**config.mk**
```make
export PLATFORM = sky130hd
export DESIGN_NAME = pmp_entry_match
export DESIGN_NICKNAME = d
export VERILOG_FILES = /design/src/rtl/pmp_seq_checker_pkg.sv /design/src/rtl/pmp_seq_checker_entry_match.sv
export SDC_FILE = /design/constraint.sdc
export NUM_CORES = 1
export LEC_CHECK = 0
export CELL_PAD_IN_SITES_DETAIL_PLACEMENT = 0
export CELL_PAD_IN_SITES_GLOBAL_PLACEMENT = 1
export CORE_ASPECT_RATIO = 1.2
export CORE_MARGIN = 2
export CORE_UTILIZATION = 36
export DETAILED_ROUTE_END_ITERATION = 8
export GPL_ROUTABILITY_DRIVEN = 1
export MAX_ROUTING_LAYER = met4
export PLACE_DENSITY_LB_ADDON = 0.05
export RECOVER_POWER = 50
export SETUP_SLACK_MARGIN = 0.4
export SLEW_MARGIN = 20
export SYNTH_ARGS = -nofsm -noshare
export SYNTH_HDL_FRONTEND = slang
export SYNTH_SLANG_ARGS = --single-unit
```
**constraint.sdc**
```tcl
create_clock -name vclk -period 9.2
set_input_delay 1.38 -clock vclk [all_inputs]
set_output_delay 1.38 -clock vclk [all_outputs]
set_load 0.02 [all_outputs]
```
**src/rtl/pmp_seq_checker_pkg.sv**
```systemverilog
// Shared types for the sequential PMP checker: pmpcfg layout, address-matching modes,
// access types and checker FSM states.
package pmp_seq_checker_pkg;

  localparam int unsigned MAX_ENTRIES = 16;

  typedef enum logic [1:0] {
    PMP_OFF   = 2'd0,
    PMP_TOR   = 2'd1,
    PMP_NA4   = 2'd2,
    PMP_NAPOT = 2'd3
  } pmp_mode_e;

  typedef struct packed {
    logic      l;
    logic [1:0] rsv;
    pmp_mode_e a;
    logic      x;
    logic      w;
    logic      r;
  } pmpcfg_t;

  typedef enum logic [1:0] {
    ACC_R = 2'd0,
    ACC_W = 2'd1,
    ACC_X = 2'd2
  } access_e;

  typedef enum logic [1:0] {
    IDLE = 2'd0,
    SCAN = 2'd1,
    RESP = 2'd2
  } chk_state_e;

  // Permission bit selected by the access type; the reserved encoding grants nothing.
  function automatic logic acc_perm(input pmpcfg_t cfg, input logic [1:0] acc);
    logic perm;
    case (acc)
      ACC_R:   perm = cfg.r;
      ACC_W:   perm = cfg.w;
      ACC_X:   perm = cfg.x;
      default: perm = 1'b0;
    endcase
    return perm;
  endfunction

endpackage

```
**src/rtl/pmp_seq_checker_entry_match.sv**
```systemverilog
// Combinational address match for a single PMP entry (OFF / TOR / NA4 / NAPOT).
// All address operands are word addresses (byte address >> 2).
module pmp_entry_match
  import pmp_seq_checker_pkg::*;
(
  input  pmpcfg_t     cfg,
  input  logic [31:0] addr,
  input  logic [31:0] prev_addr,
  input  logic [31:0] a,
  output logic        match
);

  logic [31:0] napot_mask_s;
  logic        unused_cfg_s;

  // Only the mode field takes part in matching; permissions are applied by the caller.
  assign unused_cfg_s = ^{cfg.l, cfg.rsv, cfg.x, cfg.w, cfg.r};

  // addr ^ (addr+1) sets exactly the trailing-ones run plus the bit above it,
  // so an all-ones pmpaddr yields an all-zero mask and matches everything.
  always_comb begin
    match        = 1'b0;
    napot_mask_s = ~(addr ^ (addr + 32'd1));
    case (cfg.a)
      PMP_TOR:   match = (a >= prev_addr) && (a < addr);
      PMP_NA4:   match = (a == addr);
      PMP_NAPOT: match = ((a & napot_mask_s) == (addr & napot_mask_s));
      default:   match = 1'b0;
    endcase
  end

endmodule

```
==> metrics.md, run 1 <==
| Metric | Value |
|---|---|
| Final setup fails | `0` |
| CP cell instances | `clkdlybuf4s50_1 -> ha_1 -> nand3_1 -> nor2_1 -> and3_2 -> nand2_1 -> nor2_2 -> nand3_1 -> ha_1 -> xor2_1 -> nand2_1 -> xor2_1 -> nand4_1 -> nor4_1 -> a21oi_1 -> a211oi_1 -> dlygate4sd3_1` |
| Arrival time at the worst endpoint | `5.71 ns` |
| VDD IR max | `0.0160 mV` |
| First DRT Iteration DRCs | `38` |
| Final hold violations | `0` |
| Pre-antenna DRT Iters | `4` |
| Layout cells sized above 1 | `1.38%` |
| Seq. cell area | `0 sq um` |
| Max Clk Rate | `0.141 GHz` |
| Postcts setup bufs | `0` |
| CP required | `7.82 ns` |
| Post-cts resize count | `0` |
| Synth Instances | `407` |
| Cell Pwr Density | `39.7 mW/mm^2` |
| DP Area | `0.00412 sq mm` |
| Rows | `36` |
| Largest net degree at the start of global routing | `8` |
| Core area | `0.00811 sq mm` |
| Seq_cells | `0` |
| Synth Warn # | `0` |
| Max capacitance violation total | `0` |
| Final ANT Viol Nets | `0` |
| CP max stage delay | `0.72 ns` |
| Drt drc | `0` |
| P&R area growth vs syn | `36.9%` |
| Die ar. | `0.00911 sq mm` |
| Main area contributors after synthesis | `ha_1 (40%), xor2_1 (18%), inv_1 (8.7%)` |
| Reg power frac | `0%` |
| Tmin final | `7.09 ns` |
| WL final | `8030 um` |
| Synth top area share | `39.9%` |
| Buf/Inv on CP | `2` |
| Unrepaired setup endpoints after global routing | `false` |
| Hpwl dp | `7350 um` |
| Nets | `708` |
| CP delay by family, top | `simple AND/OR/NAND/NOR gates` |
| First-pass GRT wire length | `13200 um` |
| Period utilization | `77.0%` |
| P_int | `86.5 uW` |
| DIE HEIGHT | `104 um` |
| Worst Setup Start Kind | `input pin` |
| Critical Path Slowest Stage Cell | `dlygate4sd3_1` |
| Port Buffers | `99` |
| Setup tns final | `0 ns` |
| Sw Ratio | `47.1%` |
| WL/cell | `13.4 um` |
| Initial antenna violation count | `0` |
| Worst-path maximum fanout | `5` |
| Syn Std Cell Area | `0.00301 sq mm` |
| LEAKAGE | `2.05 nW` |
| # IOs | `105` |
| Util after Layout | `50.8%` |
| Starting Density | `37.1%` |
| NetSw | `77.1 uW` |
| HP Class | `in2out` |
| Seq/Total Area, Yosys | `0%` |
| Worst slew pin tran | `0.473 ns` |
| Yosys top cell by area | `ha_1` |
| Crit. End Element | `output port` |
| Clkbuf count | `0` |
| Clock share of power | `0%` |
| Via count | `3067` |
| Antenna cells | `0` |
| Distinct cells, synth | `33` |
| Max_slew headroom | `68.3%` |
| GRT Residual Overflow | `0` |
| Gp weighted congestion | `0.778` |
| Status | `finished clean` |
| Avg Inst Size Synth | `7.40 sq um` |
| Die X | `87.5 um` |
| Number of vias per cell | `5.10` |
| Design Area, Final | `0.00412 sq mm` |
| Max-slew violations | `0` |
| Setup CP Type | `in2out` |
| GRT Util Overall | `17.9%` |
| Vias in the first global route | `2990` |
| Cts hold-fix bufs | `0` |
| Comb power frac | `100.0%` |
| Mapped Nets | `607` |
layout by cell type, fill, tap and decap left out, drive strengths merged, types with 10 or more instances in the layout:
cell type	synthesis	layout
nand4	23	23
xor2	62	62
clkdlybuf4s50	0	98
ha	96	96
a21oi	22	22
nand3	14	14
o21ai	10	10
inv	71	71
a21o	11	11
nand2	49	49
synthesized netlist by cell type (2+ instances only):
| cell type | count |
|---|---|
| and3_4 | 2 |
| nand3_1 | 14 |
| and3_1 | 5 |
| inv_1 | 70 |
| a221oi_1 | 2 |
| and4_1 | 7 |
| a31oi_1 | 2 |
| ha_1 | 96 |
| nor4_1 | 5 |
| nand4_1 | 23 |
| a21oi_1 | 22 |
| a211oi_1 | 2 |
| nor2_1 | 4 |
| nor2b_1 | 4 |
| o21ai_0 | 10 |
| xor2_1 | 62 |
| a21o_1 | 11 |
| nor3_1 | 3 |
| nand2_1 | 49 |
per-stage QoR:
step | hold slack (ns) | cells | worst slack (ns) | power, mW
after global placement | 4.07 | 601 | 2.08 | 0.163
after floorplan | 2.99 | 407 | 3.69 | 0.0862
after global routing | 4.21 | 601 | 1.81 | 0.187
after detailed placement | 4.08 | 601 | 2.07 | 0.166
final | 4.19 | 601 | 2.11 | 0.164
after CTS | 4.09 | 601 | 2.06 | 0.167
power by group through the flow:
stage,logic (mW),clock network [mW],registers [mW]
global placement,0.163,0,0
detailed placement,0.166,0,0
global route,0.187,0,0
CTS,0.167,0,0
finish,0.164,0,0
floorplan,0.0862,0,0
metal layers:
layer  vias up  routed length (um)  track usage [%]
met2        57                4270             36.1
met5         -                   0                -
met4         0                  17            0.659
li1       1622                   -                -
met1      1386                3460             19.8
met3         2                 272            0.635
final cells by class:
type               instances  area [sq um]
fillers                  825          3990
multi-input cells        336          2740
repair buffers            99           991
inverters                 71           267
well taps                 95           119
logic make-up after synthesis:
group                      share of synthesized area [%]
and+or+nand+nor                                     22.2
adders and majority gates                           39.9
buffers and inverters                               8.85
xor gates and xnor gates                            18.0
AOI/OAI and AO/OA                                   11.0
final timing paths:
path,start,end,slack (ns),depth (start not counted)
setup / recovery,addr[1],match,2.11,17
hold / removal,cfg[3],match,4.19,5
No activity file was read; power rests on OpenSTA's default activity.
==> run 2: changes to the inputs <==
--- a/config.mk
+++ b/config.mk
@@ -9,7 +9,7 @@
 export CELL_PAD_IN_SITES_GLOBAL_PLACEMENT = 1
 export CORE_ASPECT_RATIO = 1.2
 export CORE_MARGIN = 2
-export CORE_UTILIZATION = 36
+export CORE_UTILIZATION = 31
 export DETAILED_ROUTE_END_ITERATION = 8
 export GPL_ROUTABILITY_DRIVEN = 1
 export MAX_ROUTING_LAYER = met4
==> constraint.sdc (replaced) <==
create_clock -name vclk -period 6.4
set_input_delay 0.96 -clock vclk [all_inputs]
set_output_delay 0.96 -clock vclk [all_outputs]
set_load 0.02 [all_outputs]
==> metrics.md, run 2 (same netlist as run 1, synthesis figures left out) <==
| Metric | Value |
|---|---|
| Pre-antenna DRT Iters | `4 (unchanged)` |
| Worst setup margin | `0.635 ns (-1.48 ns)` |
| Layout cells sized above 1 | `2.16% (+0.78 points)` |
| Initial antenna violation count | `0 (unchanged)` |
| Reg power frac | `0% (unchanged)` |
| Worst hold start | `cfg[3]` |
| Final ANT Viol Nets | `0 (unchanged)` |
| Setup tns final | `0 ns (unchanged)` |
| Seq_cells | `0 (unchanged)` |
| Starting Density | `31.8% (-5.3 points)` |
| Worst-path maximum fanout | `5 (unchanged)` |
| Unrepaired setup endpoints after global routing | `false` |
| Worst Setup Start Kind | `input pin` |
| Max Clk Rate | `0.173 GHz` |
| DIE HEIGHT | `112 um (+7.5%)` |
| Via count | `3009 (-1.9%)` |
| WL final | `8390 um (+4.5%)` |
| WL/cell | `13.3 um (-0.66%)` |
| Worst slew pin tran | `0.482 ns (+0.00890 ns)` |
| GRT Residual Overflow | `0 (unchanged)` |
| DP Area | `0.00418 sq mm (+1.4%)` |
| Max capacitance violation total | `0 (unchanged)` |
| Nets | `711 (+0.42%)` |
| Final hold violations | `0 (unchanged)` |
| CP max stage delay | `0.58 ns (-0.14 ns)` |
| Antenna cells | `0 (unchanged)` |
| CP cell instances | `clkdlybuf4s50_1 -> and3_1 -> and3_4 -> and4_1 -> and3_4 -> inv_2 -> nor3_4 -> nand2_1 -> ha_1 -> xor2_1 -> nand2_1 -> xor2_1 -> nand4_1 -> nor4_1 -> a21oi_1 -> a211oi_2 -> clkdlybuf4s25_1` |
| NetSw | `112 uW (+45%)` |
| Gp weighted congestion | `0.779 (+0.14%)` |
| Tmin final | `5.77 ns` |
| Max-slew violations | `0 (unchanged)` |
| Hold path cells | `6 (+1)` |
| # IOs | `105 (unchanged)` |
| P&R area growth vs syn | `39.1%` |
| Port Buffers | `99 (unchanged)` |
| Critical Path Slowest Stage Cell | `clkdlybuf4s50_1` |
| Footprint of the multi-input gates | `0.00275 sq mm (+0.36%)` |
| CP delay by family, top | `simple AND/OR/NAND/NOR gates` |
| Arrival time at the worst endpoint | `4.81 ns (-0.90 ns)` |
| HP Class | `in2out` |
| Util after Layout | `44.2% (-6.6 points)` |
| LEAKAGE | `2.07 nW (+0.69%)` |
| Sw Ratio | `47.2% (+0.092 points)` |
| Filler cells | `1007 (+22%)` |
| Clkbuf count | `0 (unchanged)` |
| Place WS | `0.333 ns (-1.74 ns)` |
| Hold Path Sink | `match` |
| Clock share of power | `0% (unchanged)` |
| Hpwl dp | `7780 um (+5.8%)` |
| First-pass GRT wire length | `13700 um (+4.0%)` |
| Final Non-Filler Cells | `632 (+5.2%)` |
| Final setup fails | `0 (unchanged)` |
| Setup CP Type | `in2out` |
| First DRT Iteration DRCs | `27 (-29%)` |
| Status | `finished clean` |
| Vias in the first global route | `3025 (+1.2%)` |
| Commonest cells after routing, fill and taps aside | `clkdlybuf4s50_1 (98), ha_1 (96), inv_1 (70), xor2_1 (62), nand2_1 (49)` |
| Most common cell after layout, fill and taps aside | `clkdlybuf4s50_1` |
| Design Area, Final | `0.00419 sq mm (+1.6%)` |
| Core area | `0.00947 sq mm (+17%)` |
| Cell Pwr Density | `56.5 mW/mm^2 (+42%)` |
| Buf/Inv on CP | `3 (+1)` |
| P_int | `125 uW (+44%)` |
| Die X | `94.0 um (+7.4%)` |
| VDD IR max | `0.0226 mV (+41%)` |
| Seq. cell area | `0 sq um (unchanged)` |
| Largest net degree at the start of global routing | `8 (unchanged)` |
| Dpl cells | `632 (+5.2%)` |
| Period utilization | `90.1%` |
| GRT Util Overall | `16.4% (-1.5 points)` |
| Drt drc | `0 (unchanged)` |
| CP required | `5.44 ns (-2.38 ns)` |
| Max_slew headroom | `67.5% (-0.75 points)` |
| Die ar. | `0.0105 sq mm (+15%)` |
| Rows | `39 (+8.3%)` |
| Comb power frac | `100.0% (about the same)` |
| Number of vias per cell | `4.76 (-6.7%)` |
| Crit. End Element | `output port` |
## run 2: cell types whose count changed in the layout (fill, tap and decap cells not counted)
cell             change
dlygate4sd3_1        -1
a211oi_2             +1
nor2_4               +1
clkdlybuf4s25_1      +1
nor2_2               -1
buf_4                +3
a211oi_1             -1
## run 2: final cells by class
| class | count | share of cell area (%) |
|---|---|---|
| multi-input cells | 336 | 65.8 |
| inverters | 71 | 6.36 |
| repair buffers | 102 | 24.2 |
| well taps | 123 | 3.67 |
## run 2: what timing repair did
action / in CTS / in global routing
buffers inserted: 0 / 0
setup endpoints to repair: 1 / 1
hold buffers: 0 / 0
pin swaps: 0 / 0
resized for setup: 1 / 3
endpoints found under the hold margin: 0 / 0
## run 2: metal layers
layer,up-vias,wire [um],GRT usage (%)
met3,2,313,0.677
met2,60,4440,32.2
met1,1318,3610,19.1
met5,-,0,-
met4,0,23,0.386
li1,1629,-,-
## run 2: worst max-delay path by stage
| stage | from | to | slack, ns | cells past startpoint |
|---|---|---|---|---|
| 3_5_place_dp | addr[8] | match | 0.33 | 17 |
| 6_report | addr[8] | match | 0.63 | 17 |
| 4_1_cts | addr[8] | match | 0.63 | 17 |
| 2_1_floorplan | addr[9] | match | 1.73 | 15 |
| 3_3_place_gp | addr[8] | match | 0.35 | 17 |
| 5_1_grt | addr[8] | match | 0.34 | 17 |
## run 2: metrics by stage
step / hold slack [ns] / power (mW)
global placement: 3.23 / 0.237
floorplan: 2.15 / 0.124
CTS: 3.02 / 0.241
finish: 3.02 / 0.237
detailed placement: 3.24 / 0.240
global route: 3.09 / 0.271
## run 2: tightest hold or removal path, stage by stage
cell             delay, ns
clkdlybuf4s50_1       0.45
a21oi_1               0.13
a21oi_1               0.04
o21ai_0               0.09
a211oi_2              0.05
clkdlybuf4s25_1       0.34
## run 2: power groups by stage
stage	clock, mW	combinational [mW]	sequential (mW)
2_1_floorplan	0	0.124	0
5_1_grt	0	0.271	0
3_5_place_dp	0	0.240	0
6_report	0	0.237	0
4_1_cts	0	0.241	0
3_3_place_gp	0	0.237	0
==> run 3: changes to the inputs <==
--- a/config.mk
+++ b/config.mk
@@ -9,9 +9,9 @@
 export CELL_PAD_IN_SITES_GLOBAL_PLACEMENT = 1
 export CORE_ASPECT_RATIO = 1.2
 export CORE_MARGIN = 2
-export CORE_UTILIZATION = 31
+export CORE_UTILIZATION = 30
 export DETAILED_ROUTE_END_ITERATION = 8
-export GPL_ROUTABILITY_DRIVEN = 1
+export GPL_ROUTABILITY_DRIVEN = 0
 export MAX_ROUTING_LAYER = met4
 export PLACE_DENSITY_LB_ADDON = 0.05
 export RECOVER_POWER = 50
==> metrics.md, run 3 (same netlist as run 1, synthesis figures left out) <==
| Metric | Value |
|---|---|
| Most common cell after layout, fill and taps aside | `clkdlybuf4s50_1` |
| Drt drc | `0 (unchanged)` |
| Place WS | `0.320 ns (-0.0130 ns)` |
| Max-slew violations | `0 (unchanged)` |
| Setup tns final | `0 ns (unchanged)` |
| Met1 Use GR | `19.5% (+0.34 points)` |
| Clkbuf count | `0 (unchanged)` |
| Worst slew pin tran | `0.434 ns (-0.0481 ns)` |
| M3 GR Usage | `0.396% (-0.28 points)` |
| Vias in the first global route | `2991 (-1.1%)` |
| Worst hold start | `cfg[3]` |
| CP cell instances | `dlygate4sd3_1 -> and3_1 -> and3_4 -> and4_1 -> and3_4 -> inv_2 -> nor3_4 -> nand2_1 -> ha_1 -> xor2_1 -> nand2_1 -> xor2_1 -> nand4_1 -> nor4_1 -> a21oi_1 -> a211oi_1 -> clkbuf_2` |
| WL/cell | `13.5 um (+1.4%)` |
| First-pass GRT wire length | `13800 um (+0.85%)` |
| P&R area growth vs syn | `38.7%` |
| Gr busiest metal | `met2` |
| HP Class | `in2out` |
| Crit. End Element | `output port` |
| LEAKAGE | `2.07 nW (about the same)` |
| Rows | `40 (+2.6%)` |
| Layout cells sized above 1 | `2.16% (unchanged)` |
| Dpl cells | `635 (+0.47%)` |
| Tmin final | `5.72 ns (-0.0456 ns)` |
| Filler cells | `1016 (+0.89%)` |
| Worst setup margin | `0.680 ns (+0.0456 ns)` |
| DIE HEIGHT | `114 um (+1.6%)` |
| CP delay by family, top | `simple AND/OR/NAND/NOR gates` |
| Sw Ratio | `47.7% (+0.46 points)` |
| Worst-path maximum fanout | `6 (+1)` |
| Die X | `95.4 um (+1.6%)` |
| Largest net degree at the start of global routing | `8 (unchanged)` |
| Final ANT Viol Nets | `0 (unchanged)` |
| Met2 Track Usage GR | `30.7% (-1.5 points)` |
| Worst Setup Start Kind | `input pin` |
| Starting Density | `30.4% (-1.4 points)` |
| Buf/Inv on CP | `3 (unchanged)` |
| Port Buffers | `99 (unchanged)` |
| Max Clk Rate | `0.175 GHz (+0.80%)` |
| Seq_cells | `0 (unchanged)` |
| Footprint of the multi-input gates | `0.00274 sq mm (-0.36%)` |
| Final Non-Filler Cells | `635 (+0.47%)` |
| Final hold violations | `0 (unchanged)` |
| CP required | `5.44 ns (about the same)` |
| Via count | `3060 (+1.7%)` |
| Initial antenna violation count | `0 (unchanged)` |
| VDD IR max | `0.0206 mV (-8.9%)` |
| Core area | `0.00991 sq mm (+4.7%)` |
| P_int | `124 uW (-0.53%)` |
| Unrepaired setup endpoints after global routing | `false` |
| WL final | `8540 um (+1.9%)` |
| Seq. cell area | `0 sq um (unchanged)` |
| First DRT Iteration DRCs | `47 (+74%)` |
| Max_slew headroom | `70.3% (+2.8 points)` |
| Clock share of power | `0% (unchanged)` |
| GRT Util Overall | `16.2% (-0.17 points)` |
| Hold path cells | `5 (-1)` |
| Number of vias per cell | `4.82 (+1.2%)` |
| Cell Pwr Density | `56.9 mW/mm^2 (+0.62%)` |
| Final setup fails | `0 (unchanged)` |
| Period utilization | `89.4% (-0.71 points)` |
| Critical Path Slowest Stage Cell | `dlygate4sd3_1` |
| Hold Path Sink | `match` |
| GRT Residual Overflow | `0 (unchanged)` |
| NetSw | `113 uW (+1.3%)` |
| Reg power frac | `0% (unchanged)` |
| Setup CP Type | `in2out` |
| Postcts setup bufs | `0 (unchanged)` |
| Cts hold-fix bufs | `0 (unchanged)` |
| Die ar. | `0.0109 sq mm (+3.2%)` |
| Antenna cells | `0 (unchanged)` |
| Commonest cells after routing, fill and taps aside | `clkdlybuf4s50_1 (97), ha_1 (96), inv_1 (70), xor2_1 (62), nand2_1 (49)` |
| CP max stage delay | `0.66 ns (+0.08 ns)` |
| # IOs | `105 (unchanged)` |
| Status | `finished clean` |
| Max capacitance violation total | `0 (unchanged)` |
| Pre-antenna DRT Iters | `4 (unchanged)` |
| Nets | `711 (unchanged)` |
| Comb power frac | `100.0% (about the same)` |
| Arrival time at the worst endpoint | `4.76 ns (-0.05 ns)` |
| Hpwl dp | `7880 um (+1.4%)` |
[run 3: cell count changes in the layout (fill, tap and decap cells not counted), sizes merged]
cell           change
clkbuf             +1
clkdlybuf4s25      -1
clkdlybuf4s50      -1
dlygate4sd3        +1
[run 3: power groups by stage]
stage / registers (mW) / clock network (mW) / logic, mW
5_1_grt: 0 / 0 / 0.271
6_report: 0 / 0 / 0.237
4_1_cts: 0 / 0 / 0.242
2_1_floorplan: 0 / 0 / 0.124
3_3_place_gp: 0 / 0 / 0.237
3_5_place_dp: 0 / 0 / 0.241
[run 3: worst max-delay path by stage]
| stage | from | to | slack, ns | depth (start not counted) |
|---|---|---|---|---|
| after global routing | addr[7] | match | 0.33 | 17 |
| final | addr[7] | match | 0.68 | 17 |
| after detailed placement | addr[7] | match | 0.32 | 17 |
| after global placement | addr[7] | match | 0.36 | 17 |
| after floorplan | addr[9] | match | 1.73 | 15 |
| after CTS | addr[7] | match | 0.58 | 17 |
[run 3: final cells by class]
cell class         instances  share of cell area [%]
repair buffers           102                    24.1
multi-input cells        336                    65.7
inverters                 71                    6.38
well taps                126                    3.77
[run 3: per-layer routing]
metal | vias to the layer above | part of all wire [%] | wire length [um]
li1 | 1625 | - | -
met1 | 1355 | 44 | 3720
met2 | 70 | 51 | 4320
met3 | 10 | 4.3 | 365
met4 | 0 | 1.5 | 129
met5 | - | 0 | 0
[run 3: worst min-delay path, cell delays in order]
cell and delay [ns]:
clkdlybuf4s50_1 0.49, nand2_1 0.06, a21oi_1 0.11, a211oi_1 0.06, clkbuf_2 0.16
[run 3: through the flow]
step | area [sq um] | util, % | total power [mW] | hold slack [ns]
floorplan | 3010 | - | 0.124 | 2.15
global placement | 4180 | 42.2 | 0.237 | 3.17
detailed placement | 4180 | 42.2 | 0.241 | 3.19
CTS | 4180 | 42.2 | 0.242 | 2.97
global route | 4180 | 42.1 | 0.271 | 2.87
finish | 4180 | 42.1 | 0.237 | 2.81
[run 3: timing repair]
| action | 4_1_cts | 5_1_grt |
|---|---|---|
| resized for setup | 1 | 3 |
| pin swaps | 0 | 0 |
| endpoints found under the setup margin | 1 | 1 |
